$ cat config.mk
export PLATFORM = sky130hd
export DESIGN_NAME = pc_unit_flat
export DESIGN_NICKNAME = d
export VERILOG_FILES = /design/src/rtl/pc_unit_if.sv /design/src/rtl/pc_unit.sv /design/src/flat_wrapper.sv
export SDC_FILE = /design/constraint.sdc
export NUM_CORES = 1
export LEC_CHECK = 0
export BUFFER_PORTS_ARGS = -buffer_cell sky130_fd_sc_hd__buf_2
export CAP_MARGIN = 20
export CORE_ASPECT_RATIO = 0.5
export CORE_MARGIN = 2
export CORE_UTILIZATION = 53
export DETAILED_ROUTE_END_ITERATION = 10
export GPL_TIMING_DRIVEN = 0
export PLACE_DENSITY = 0.89
export SLEW_MARGIN = 10
export SYNTH_ARGS = -nofsm -noshare
export SYNTH_HDL_FRONTEND = slang
export SYNTH_SLANG_ARGS = --single-unit
export TNS_END_PERCENT = 10
$ cat constraint.sdc
create_clock -name clk -period 11.2 [get_ports clk]
set_clock_uncertainty 0.1 [all_clocks]
set_input_delay 0.56 -clock clk [delete_from_list [all_inputs] [get_ports clk]]
set_output_delay 0.56 -clock clk [all_outputs]
set_load 0.005 [all_outputs]
$ cat src/rtl/pc_unit_if.sv
// Bundles the D-stage redirect inputs and fetch-side outputs of pc_unit.
// slave is the pc_unit side; master is the pipeline/bench side.
interface pc_unit_if #(
    parameter int unsigned CNT_W = 16
);
    logic             stall;
    logic [31:0]      d_pc4;
    logic [2:0]       br_type;
    logic             likely;
    logic [31:0]      cmp1;
    logic [31:0]      cmp2;
    logic [15:0]      imm16;
    logic             jump;
    logic [25:0]      imm26;
    logic             jr;
    logic [31:0]      jr_target;
    logic             exc_req;
    logic             eret;
    logic [31:0]      epc;
    logic [31:0]      f_pc;
    logic [31:0]      f_pc4;
    logic             taken;
    logic             flush_f;
    logic             f_adel;
    logic [CNT_W-1:0] br_cnt;
    logic [CNT_W-1:0] br_taken_cnt;

    modport master (
        output stall, d_pc4, br_type, likely, cmp1, cmp2, imm16,
               jump, imm26, jr, jr_target, exc_req, eret, epc,
        input  f_pc, f_pc4, taken, flush_f, f_adel, br_cnt, br_taken_cnt
    );

    modport slave (
        input  stall, d_pc4, br_type, likely, cmp1, cmp2, imm16,
               jump, imm26, jr, jr_target, exc_req, eret, epc,
        output f_pc, f_pc4, taken, flush_f, f_adel, br_cnt, br_taken_cnt
    );
endinterface

$ cat src/rtl/pc_unit.sv
// Fetch PC register with D-stage next-PC resolution, likely-branch annulment,
// fetch address-error detection and saturating branch statistics.
module pc_unit #(
    parameter logic [31:0] RESET_PC  = 32'h0000_3000,
    parameter logic [31:0] EXC_VEC   = 32'h0000_4180,
    parameter logic [31:0] IMEM_END  = 32'h0000_6ffc,
    parameter bit          LIKELY_EN = 1'b1,
    parameter int unsigned CNT_W     = 16
) (
    input  logic      clk,
    input  logic      reset,
    pc_unit_if.slave  bus
);

    logic [31:0]      f_pc_q;
    logic [31:0]      pc_d;
    logic [31:0]      br_target;
    logic [31:0]      j_target;
    logic [31:0]      npc;
    logic             is_br;
    logic             cond;
    logic             taken_w;
    logic             redirect;
    logic             count_en;
    logic [CNT_W-1:0] br_cnt_q;
    logic [CNT_W-1:0] br_taken_cnt_q;

    assign pc_d      = bus.d_pc4 - 32'd4;
    assign br_target = pc_d + {{14{bus.imm16[15]}}, bus.imm16, 2'b00};
    assign j_target  = {pc_d[31:28], bus.imm26, 2'b00};
    assign is_br     = (bus.br_type != 3'd0) && (bus.br_type != 3'd7);
    assign redirect  = bus.exc_req | bus.eret;

    // Signed zero comparisons reduce to sign bit and zero test.
    always_comb begin
        cond = 1'b0;
        unique case (bus.br_type)
            3'd1:    cond = (bus.cmp1 == bus.cmp2);
            3'd2:    cond = (bus.cmp1 != bus.cmp2);
            3'd3:    cond = bus.cmp1[31] | (bus.cmp1 == '0);
            3'd4:    cond = !bus.cmp1[31] && (bus.cmp1 != '0);
            3'd5:    cond = bus.cmp1[31];
            3'd6:    cond = !bus.cmp1[31];
            default: cond = 1'b0;
        endcase
    end

    always_comb begin
        npc     = f_pc_q + 32'd4;
        taken_w = 1'b0;
        if (bus.exc_req) begin
            npc = EXC_VEC;
        end else if (bus.eret) begin
            npc = bus.epc;
        end else if (!bus.stall) begin
            if (bus.jump) begin
                npc     = j_target;
                taken_w = 1'b1;
            end else if (is_br && cond) begin
                npc     = br_target;
                taken_w = 1'b1;
            end else if (bus.jr) begin
                npc     = bus.jr_target;
                taken_w = 1'b1;
            end
        end
    end

    always_ff @(posedge clk) begin
        if (reset) begin
            f_pc_q <= RESET_PC;
        end else if (redirect || !bus.stall) begin
            f_pc_q <= npc;
        end
    end

    assign count_en = !bus.stall && !bus.exc_req && is_br;

    always_ff @(posedge clk) begin
        if (reset) begin
            br_cnt_q       <= '0;
            br_taken_cnt_q <= '0;
        end else if (count_en) begin
            if (br_cnt_q != '1) begin
                br_cnt_q <= br_cnt_q + CNT_W'(1);
            end
            if (cond && (br_taken_cnt_q != '1)) begin
                br_taken_cnt_q <= br_taken_cnt_q + CNT_W'(1);
            end
        end
    end

    assign bus.f_pc         = f_pc_q;
    assign bus.f_pc4        = f_pc_q + 32'd4;
    assign bus.taken        = taken_w;
    assign bus.flush_f      = redirect |
                              (LIKELY_EN && bus.likely && is_br && !cond && !bus.stall);
    assign bus.f_adel       = (f_pc_q[1:0] != 2'b00) || (f_pc_q < RESET_PC) ||
                              (f_pc_q > IMEM_END);
    assign bus.br_cnt       = br_cnt_q;
    assign bus.br_taken_cnt = br_taken_cnt_q;

endmodule

$ cat src/flat_wrapper.sv
// flat-port wrapper written by rule: the top's interface ports become plain ports
module pc_unit_flat 
#(
    parameter logic [31:0] RESET_PC  = 32'h0000_3000,
    parameter logic [31:0] EXC_VEC   = 32'h0000_4180,
    parameter logic [31:0] IMEM_END  = 32'h0000_6ffc,
    parameter bit          LIKELY_EN = 1'b1,
    parameter int unsigned CNT_W     = 16
)
  (clk, reset, bus_stall, bus_d_pc4, bus_br_type, bus_likely, bus_cmp1, bus_cmp2, bus_imm16, bus_jump, bus_imm26, bus_jr, bus_jr_target, bus_exc_req, bus_eret, bus_epc, bus_f_pc, bus_f_pc4, bus_taken, bus_flush_f, bus_f_adel, bus_br_cnt, bus_br_taken_cnt);
  pc_unit_if #(.CNT_W(CNT_W)) bus_i ();
  input  logic clk;
  input  logic reset;
  input wire logic [$bits(bus_i.stall)-1:0] bus_stall;
  input wire logic [$bits(bus_i.d_pc4)-1:0] bus_d_pc4;
  input wire logic [$bits(bus_i.br_type)-1:0] bus_br_type;
  input wire logic [$bits(bus_i.likely)-1:0] bus_likely;
  input wire logic [$bits(bus_i.cmp1)-1:0] bus_cmp1;
  input wire logic [$bits(bus_i.cmp2)-1:0] bus_cmp2;
  input wire logic [$bits(bus_i.imm16)-1:0] bus_imm16;
  input wire logic [$bits(bus_i.jump)-1:0] bus_jump;
  input wire logic [$bits(bus_i.imm26)-1:0] bus_imm26;
  input wire logic [$bits(bus_i.jr)-1:0] bus_jr;
  input wire logic [$bits(bus_i.jr_target)-1:0] bus_jr_target;
  input wire logic [$bits(bus_i.exc_req)-1:0] bus_exc_req;
  input wire logic [$bits(bus_i.eret)-1:0] bus_eret;
  input wire logic [$bits(bus_i.epc)-1:0] bus_epc;
  output wire logic [$bits(bus_i.f_pc)-1:0] bus_f_pc;
  output wire logic [$bits(bus_i.f_pc4)-1:0] bus_f_pc4;
  output wire logic [$bits(bus_i.taken)-1:0] bus_taken;
  output wire logic [$bits(bus_i.flush_f)-1:0] bus_flush_f;
  output wire logic [$bits(bus_i.f_adel)-1:0] bus_f_adel;
  output wire logic [$bits(bus_i.br_cnt)-1:0] bus_br_cnt;
  output wire logic [$bits(bus_i.br_taken_cnt)-1:0] bus_br_taken_cnt;
  assign bus_i.stall = bus_stall;
  assign bus_i.d_pc4 = bus_d_pc4;
  assign bus_i.br_type = bus_br_type;
  assign bus_i.likely = bus_likely;
  assign bus_i.cmp1 = bus_cmp1;
  assign bus_i.cmp2 = bus_cmp2;
  assign bus_i.imm16 = bus_imm16;
  assign bus_i.jump = bus_jump;
  assign bus_i.imm26 = bus_imm26;
  assign bus_i.jr = bus_jr;
  assign bus_i.jr_target = bus_jr_target;
  assign bus_i.exc_req = bus_exc_req;
  assign bus_i.eret = bus_eret;
  assign bus_i.epc = bus_epc;
  assign bus_f_pc = bus_i.f_pc;
  assign bus_f_pc4 = bus_i.f_pc4;
  assign bus_taken = bus_i.taken;
  assign bus_flush_f = bus_i.flush_f;
  assign bus_f_adel = bus_i.f_adel;
  assign bus_br_cnt = bus_i.br_cnt;
  assign bus_br_taken_cnt = bus_i.br_taken_cnt;
  pc_unit #(.RESET_PC(RESET_PC), .EXC_VEC(EXC_VEC), .IMEM_END(IMEM_END), .LIKELY_EN(LIKELY_EN), .CNT_W(CNT_W)) u_core (.clk(clk), .reset(reset), .bus(bus_i));
endmodule
# Yosys cells after proc, flatten, opt, wreduce, memory -nomap -nowiden
# Cells that the tools add are included.
# totals
inputBits	213
ff_bits	64
out_inout_bits	99
wordCells	59
# classes
reduce_logical	22
add_sub_neg	5
n_bitwise	3
mux	13
magnitude_cmp	2
eq_ne	11
# op_table
cell	n
$mux W32	6
$add A16 B1 Y16 const B	2
$add A32 B3 Y32 const B	1
$add A32 B32 Y32	1
$eq A32 B32 Y1	1
$gt A32 B15 Y1 const B	1
$logic_not A32 Y1	1
$lt A32 B14 Y1 const B	1
$ne A16 B16 Y1 const B	2
$ne A32 B32 Y1	1
$reduce_bool A32 Y1	1
$sub A32 B3 Y32 const B	1
$eq A3 B3 Y1 const B	3
$logic_and A1 B1 Y1	9
$eq A3 B2 Y1 const B	2
$mux W1	6
$pmux W1 S6	1
$logic_not A1 Y1	4
$reduce_and A2 Y1	2
$eq A3 B1 Y1 const B	1
$logic_or A1 B1 Y1	3
$ne A3 B3 Y1 const B	1
$or A1 B1 Y1	3
$reduce_bool A3 Y1	1
$reduce_bool A2 Y1	1

# Longest topological paths before layout
# Gate-level depths: netlist (run 1).
# logic_depth
ltp_word	9
mapped_depth	18

# Worst setup path before layout (run 1)
# No wires, ideal clock.
# synth_timing
path_type	input port to flip-flop
start	input port bus_d_pc4[6]
end	register u_core.f_pc_q[31], in the netlist u_core.bus.f_pc[31]
stages	16
required_ns	10.981
setup_ns	0.119
path_buffers	0
t_arrival_ns	4.044
path_slack_ns	6.938
path_cell_list	or4_4 nor4_4 nand2_1 or3_1 nor3_1 xor2_1 ha_1 a21o_1 o21bai_1 a221oi_2 o21a_2 o21ai_1 a2111oi_1 nor3_1 or3b_1 o2bb2ai_1
# synth_via
elab_chain_len	7
# synth_lines
element	line	source
start, declared	flat_wrapper.sv:15	input wire logic [$bits(bus_i.d_pc4)-1:0] bus_d_pc4;
$sub A32 B3 Y32 (*)	pc_unit.sv:28	assign pc_d = bus.d_pc4 - 32'd4;
$add A32 B32 Y32	pc_unit.sv:29	assign br_target = pc_d + {{14{bus.imm16[15]}}, bus.imm16, 2'b00};
$mux W32	pc_unit.sv:59	end else if (is_br && cond) begin
$mux W32 (*)	pc_unit.sv:56	if (bus.jump) begin
$mux W32 (*)	pc_unit.sv:55	end else if (!bus.stall) begin
$mux W32 (*)	pc_unit.sv:53	end else if (bus.eret) begin
$mux W32 (*)	pc_unit.sv:51	if (bus.exc_req) begin
end signal, assigned	pc_unit.sv:73	f_pc_q <= npc;
end, declared	pc_unit.sv:15	logic [31:0] f_pc_q;
# Every way passes the cells marked *; elsewhere a longest branch is shown, timed or not.
# A chain may end at the register's enable or synchronous reset.

# Worst setup path after layout (run 1)
# Ends and elaborated chain as after synthesis.

==> results of run 1 <==
==> cell families after synthesis <==
| group | synth area share |
|---|---|
| xor+xnor | 0.1771 |
| compound gates | 0.2355 |
| flops | 0.1839 |
| mux | 0.03251 |
| fa+ha+maj | 0.06394 |
| simple gates | 0.2676 |
| buf+inv | 0.03951 |
==> cells in the mapped netlist (23+ instances only) <==
| cell | instances | area [sq um] |
|---|---|---|
| nor4_1 | 29 | 181.4 |
| a21oi_1 | 46 | 230.2 |
| nand2_1 | 75 | 281.5 |
| clkbuf_1 | 29 | 108.9 |
| o21ai_0 | 47 | 235.2 |
| nor3_1 | 23 | 115.1 |
| ha_1 | 34 | 425.4 |
| inv_1 | 23 | 86.33 |
| nand4_1 | 23 | 143.9 |
| xnor2_1 | 50 | 437.9 |
| nor2_1 | 82 | 307.8 |
| dfxtp_1 | 64 | 1281 |
| xor2_1 | 89 | 779.5 |
| nand3_1 | 38 | 190.2 |
==> through the flow <==
stage / std cells / util
floorplan: 917 / -
global placement: 1396 / 0.6851
detailed placement: 1396 / 0.6855
CTS: 1412 / 0.7096
global route: 1412 / 0.7096
finish: 1412 / 0.7096
==> worst max-delay path: cells and delay by family <==
family	cells	cell delay, ps
adders and majority gates	1	300
and+or+nand+nor	6	1950
buffers and inverters	1	120
xor gates and xnor gates	1	200
AOI/OAI and AO/OA	7	1720
==> power by group through the flow <==
stage               Combinational [uW]  Sequential, uW  Clock (uW)
floorplan                          169             249           0
global placement                   277             252           0
detailed placement                 281             252           0
CTS                                283             247         291
global route                       312             249         300
finish                             290             248         295
==> layer usage <==
metal  vias up  share of wire
li1       4059              -
met1      4062           0.40
met2       598           0.45
met3       103           0.11
met4         0          0.037
met5         -              0
==> final timing paths <==
check	endpoint	startpoint	slack, ps	cells past startpoint
max	u_core.bus.f_pc[31]	bus_d_pc4[6]	6480	16
min	u_core.bus.f_pc[22]	bus_epc[22]	400	2
max reg2reg	u_core.bus.f_pc[28]	u_core.bus.f_pc[2]	7910	9
min reg2reg	u_core.bus.br_taken_cnt[12]	u_core.bus.br_taken_cnt[12]	430	2
==> layout make-up <==
cell class / instances / area, sq um / area share
inverter: 24 / 90.09 / 0.009968
multi-input combinational: 786 / 5415 / 0.5992
sequential: 64 / 1281 / 0.1418
buffer: 43 / 185.2 / 0.02049
clock buffer: 10 / 239.0 / 0.02644
timing repair buffer: 309 / 1546 / 0.1711
clock inverter: 6 / 67.56 / 0.007476
tap: 170 / 212.7 / 0.02354
==> state kept, by name, summed over array words and instances (netlist names) <==
register                 flops
u_core.bus.f_pc             32
u_core.bus.br_cnt           16
u_core.bus.br_taken_cnt     16
==> cell usage in the layout, fill, tap and decap left out, drive strengths merged, types with 6 or more instances in the layout <==
cell	count
a22oi	7
nor2	82
inv	24
o211ai	13
nand2b	14
clkbuf	39
nor2b	7
xnor2	51
o21ai	51
mux2i	8
a21o	14
nand2	75
and4	10
a21oi	46
nand3	39
a211oi	19
mux2	13
ha	34
o21a	7
nor4	32
a221oi	8
buf	323
nor3	24
o22ai	14
a31oi	6
or3	7
dfxtp	64
xor2	89
nand4	23
and3	21
==> results.toml, run 1 <==
[outcome]
status = "finished, final reports clean"

[synth]
syn_inst = 917
synth_seq_cells = 64
ys_types = 80
seq_area_frac_synth = 0.1839
syn_area_per_cell_sq_um = 7.597
synth_flop_cell = "dfxtp_1"
async_flop_share = 0
synth.cell_area_sq_um = 6967
ys_warn_count = 0
synth_edf_count = 0
syn-num-nets = 1165

[critical_path]
cp_cell_sequence = "buf_2 > or4_4 > nor3_1 > nand2_1 > nor4_1 > xor2_1 > ha_1 > a21o_1 > o21bai_1 > a221oi_2 > o21a_2 > o21ai_1 > a2111oi_1 > nor3_1 > or3b_1 > o2bb2ai_1"
required_ps = 11320
cp-end-kind = "register"
path_common_cell = "nor3_1"
critPathKind = "in -> reg"
critPathMaxFanout = 5
critPathSlowestCell = "or4_4"
worstPathArrival_ps = 4840
startpoint_type = "input port"
slowest_delay_ps = 570

[timing]
hold_ws_ps = 398.7
finalSetupTns_ps = 0
relSlewSlack = 0.3883
finalSetupViolCount = 0
fmax_mhz = 211.7
drv_slew = 0
rsz0062_at_grt = "no"
worst_slew_pin_slew_ps = 912.6
hold_viol = 0
timing.final.crit_period_ps = 4723
timing.final.ws_setup_ps = 6477
fin_crit_sh = 0.4217

[die]
rows = 29
dieArea_sq_um = 14130
ios = 312
die_h_um = 85.07
coreArea_sq_um = 12740
die_x_um = 166.1
start_util = 0.5470

[clocking]
cts_tree = "yes"
clk_pin_slew_ps = 60
cts-buffers-inserted = 9
clock_path_buffers = 2
cts_root_buf = "clkbuf_16"
ctsResizeCount = 0
htree_levels = 3
cts-hold-fix-buffers = 0
clock-sinks = 64
post_cts_buffers = 0
clk_latency_ps = 330

[global_routing]
top_usage_layer = "met2"
grt_start_max_net_pins = 17
grt_pass1_vias = 8435
gr-usage-all-layers = 0.3833
use_met2 = 0.6277
grt_pass1_wl_mm = 43.44
use_met3 = 0.09235
grt_overflow = 0
use_met1 = 0.4947
antenna_found_initial = 0

[route]
drt_iter0_drc = 970
num_vias = 8822
drt-total-wl_mm = 28.41
ant_nets = 0
drc_errors = 0
vias_per_cell = 6.248
dr.pass1.iters = 5
wl_per_cell_um = 20.12

[layout]
diodes = 0
drive_gt1_frac = 0.3035
fin_area_sq_um = 9037
areaGrowthSynthToFinish_pct = 29.72
nNetsFinal = 1485
nFillCells = 1087

[power]
p_int_uw = 538.2
p_switching_uw = 295.1
power_density_nw_per_um2 = 92.21
irDropWorstVdd_mv = 0.07174
total_power_uw = 833.3
comb_power_share = 0.348
p_leak_uw = 0.004145
clockPowerShare = 0.354
power_frac_seq = 0.298
swShare = 0.3541

[placed_design]
pre_cts_slack_ps = 6198
place_area_sq_um = 8731
dpl.hpwl_mm = 22.92
gp_congestion = 0.9688
port_buffers = 309

[run]
max_cap_viol_count = 0

[worst_hold_path]
hold_path_class = "in -> reg"
Note: power is estimated with default switching activity, not from simulation.
==> run 2, diff against run 1 <==
- CORE_UTILIZATION: 53 -> 49
- PLACE_DENSITY: 0.89 -> 0.83
- clock period: 11.2 -> 4.4 ns (I/O delays scaled with it)
==> run 2 against run 1 <==
Non-clock buffer count up 1. Register-to-register slack got worse by 6800 ps. Critical path depth is 1 higher. Design area rose by 1.0%. Worst setup slack worse by 6200 ps. Flip-flop and latch count unchanged. Hold slack got worse by 360 ps. Critical path type unchanged. Critical endpoint unchanged.
==> results.toml, run 2 (synthesized netlist as in run 1, its figures left out) <==
[outcome]
status = "finished, final reports clean"

[timing]
relSlewSlack = 0.4988
finalSetupViolCount = 0
finalSetupTns_ps = 0
fmax_mhz = 244.3
hold_ws_ps = 38.00
drv_slew = 0
worst_slew_pin_slew_ps = 751.8
hold_viol = 0
timing.final.crit_period_ps = 4094
rsz0062_at_grt = "no"
fin_crit_sh = 0.9305

[clocking]
clk_pin_slew_ps = 60
cts_tree = "yes"
cts-buffers-inserted = 9
clk_latency_ps = 340
clock-sinks = 64
clock_path_buffers = 2
cts_root_buf = "clkbuf_16"
cts-hold-fix-buffers = 0
htree_levels = 3

[route]
drt_iter0_drc = 706
wl_per_cell_um = 20.39
dr.pass1.iters = 5
vias_per_cell = 6.105
drt-total-wl_mm = 29.25
drc_errors = 0
num_vias = 8761
ant_nets = 0

[placed_design]
dp.cells = 1419
gp_congestion = 0.9924
dpl.hpwl_mm = 23.83
port_buffers = 309

[layout]
diodes = 0
areaGrowthSynthToFinish_pct = 31.02
drive_gt1_frac = 0.3057
utilization = 0.6662
largest_reg_flops = 32
final_cells = 1435
mostFrequentLayoutCells = "buf_2, xor2_1, nor2_1"
nNetsFinal = 1486
final_common_cell = "buf_2"

[critical_path]
path_buf_inv = 1
cp_cell_sequence = "buf_2 > or4_4 > nor4_4 > nand2_1 > or3_1 > nor3_1 > xor2_1 > ha_1 > a21o_1 > o21bai_1 > a221oi_2 > o21a_2 > o21ai_1 > a2111oi_2 > nor3_1 > or3b_1 > o2bb2ai_1"
required_ps = 4530
r2r-start = "u_core.bus.f_pc[2]"
critPathMaxFanout = 5
r2r_slack_ps = 1110
worstPathArrival_ps = 4220
startpoint_type = "input port"
path_delay_family = "simple AND/OR/NAND/NOR gates"
path_common_cell = "nor3_1"
critPathSlowestCell = "or4_4"
cp-end-kind = "register"
cp-startpoint = "bus_d_pc4[6]"
critPathKind = "in -> reg"
slowest_delay_ps = 580

[power]
p_leak_uw = 0.004176
irDropWorstVdd_mv = 0.1748
power_density_nw_per_um2 = 245.6

[global_routing]
grt_overflow = 0
grt_pass1_vias = 8157
gr-usage-all-layers = 0.3626
grt_pass1_wl_mm = 43.31
antenna_found_initial = 0
grt_start_max_net_pins = 17

[die]
start_util = 0.5085
coreArea_sq_um = 13700
die_x_um = 172.6
ios = 312
die_h_um = 88.32
rows = 30
dieArea_sq_um = 15250

[worst_hold_path]
hold_path_class = "in -> reg"
worstHoldStart = "bus_epc[24]"

[run]
max_cap_viol_count = 0
## run 2: cell types whose count changed in the layout (fill, tap and decap cells not counted)
cell,before,now
a2111oi_1,1,0
a2111oi_2,0,1
buf_2,316,317
bufinv_16,1,3
clkinv_2,1,0
clkinvlp_4,2,1
nor3b_1,4,3
nor3b_2,0,1
## run 2: worst paths after layout
path,cells after the start,endpoint
max,17,u_core.bus.f_pc[31]
min,2,u_core.bus.f_pc[24]
max reg2reg,9,u_core.bus.f_pc[28]
min reg2reg,2,u_core.bus.f_pc[0]
## run 2: where the power goes
part | internal [uW] | switching [uW]
combinational | 318 | 431
sequential | 598 | 31.7
clock | 572 | 292
total | 1490 | 755
## run 2: layout make-up
cell class              count  area, sq um
clock buffers              10        239.0
fillers                  1257         4573
clock inverters             6        115.1
well taps                 192        240.2
flip-flops and latches     64         1281
plain buffers              43        185.2
multi-input cells         786         5425
repair buffers            310         1551
inverters                  24        90.09
## run 2: timing repair
action | 4_1_cts | 5_1_grt
buffers inserted | 0 | 0
endpoints found under the setup margin | 0 | 1
resized for setup | 0 | 3
## run 2: layer usage
metal | vias up | share of wire | GRT usage | routed length (um)
li1 | 4059 | - | - | -
met1 | 4160 | 0.42 | 0.4661 | 12290
met2 | 470 | 0.46 | 0.6218 | 13420
met3 | 72 | 0.093 | 0.07732 | 2709
met4 | 0 | 0.029 | 0.1111 | 840
met5 | - | 0 | 0 | 0
## run 2: through the flow
step / setup slack, ps / total power (uW) / cell area [sq um]
2_1_floorplan: 477.5 / 1063 / 6967
3_3_place_gp: -125.7 / 1357 / 8753
3_5_place_dp: -182.8 / 1368 / 8758
4_1_cts: 152.1 / 2221 / 9112
5_1_grt: 15.47 / 2330 / 9128
6_report: 305.9 / 2242 / 9128
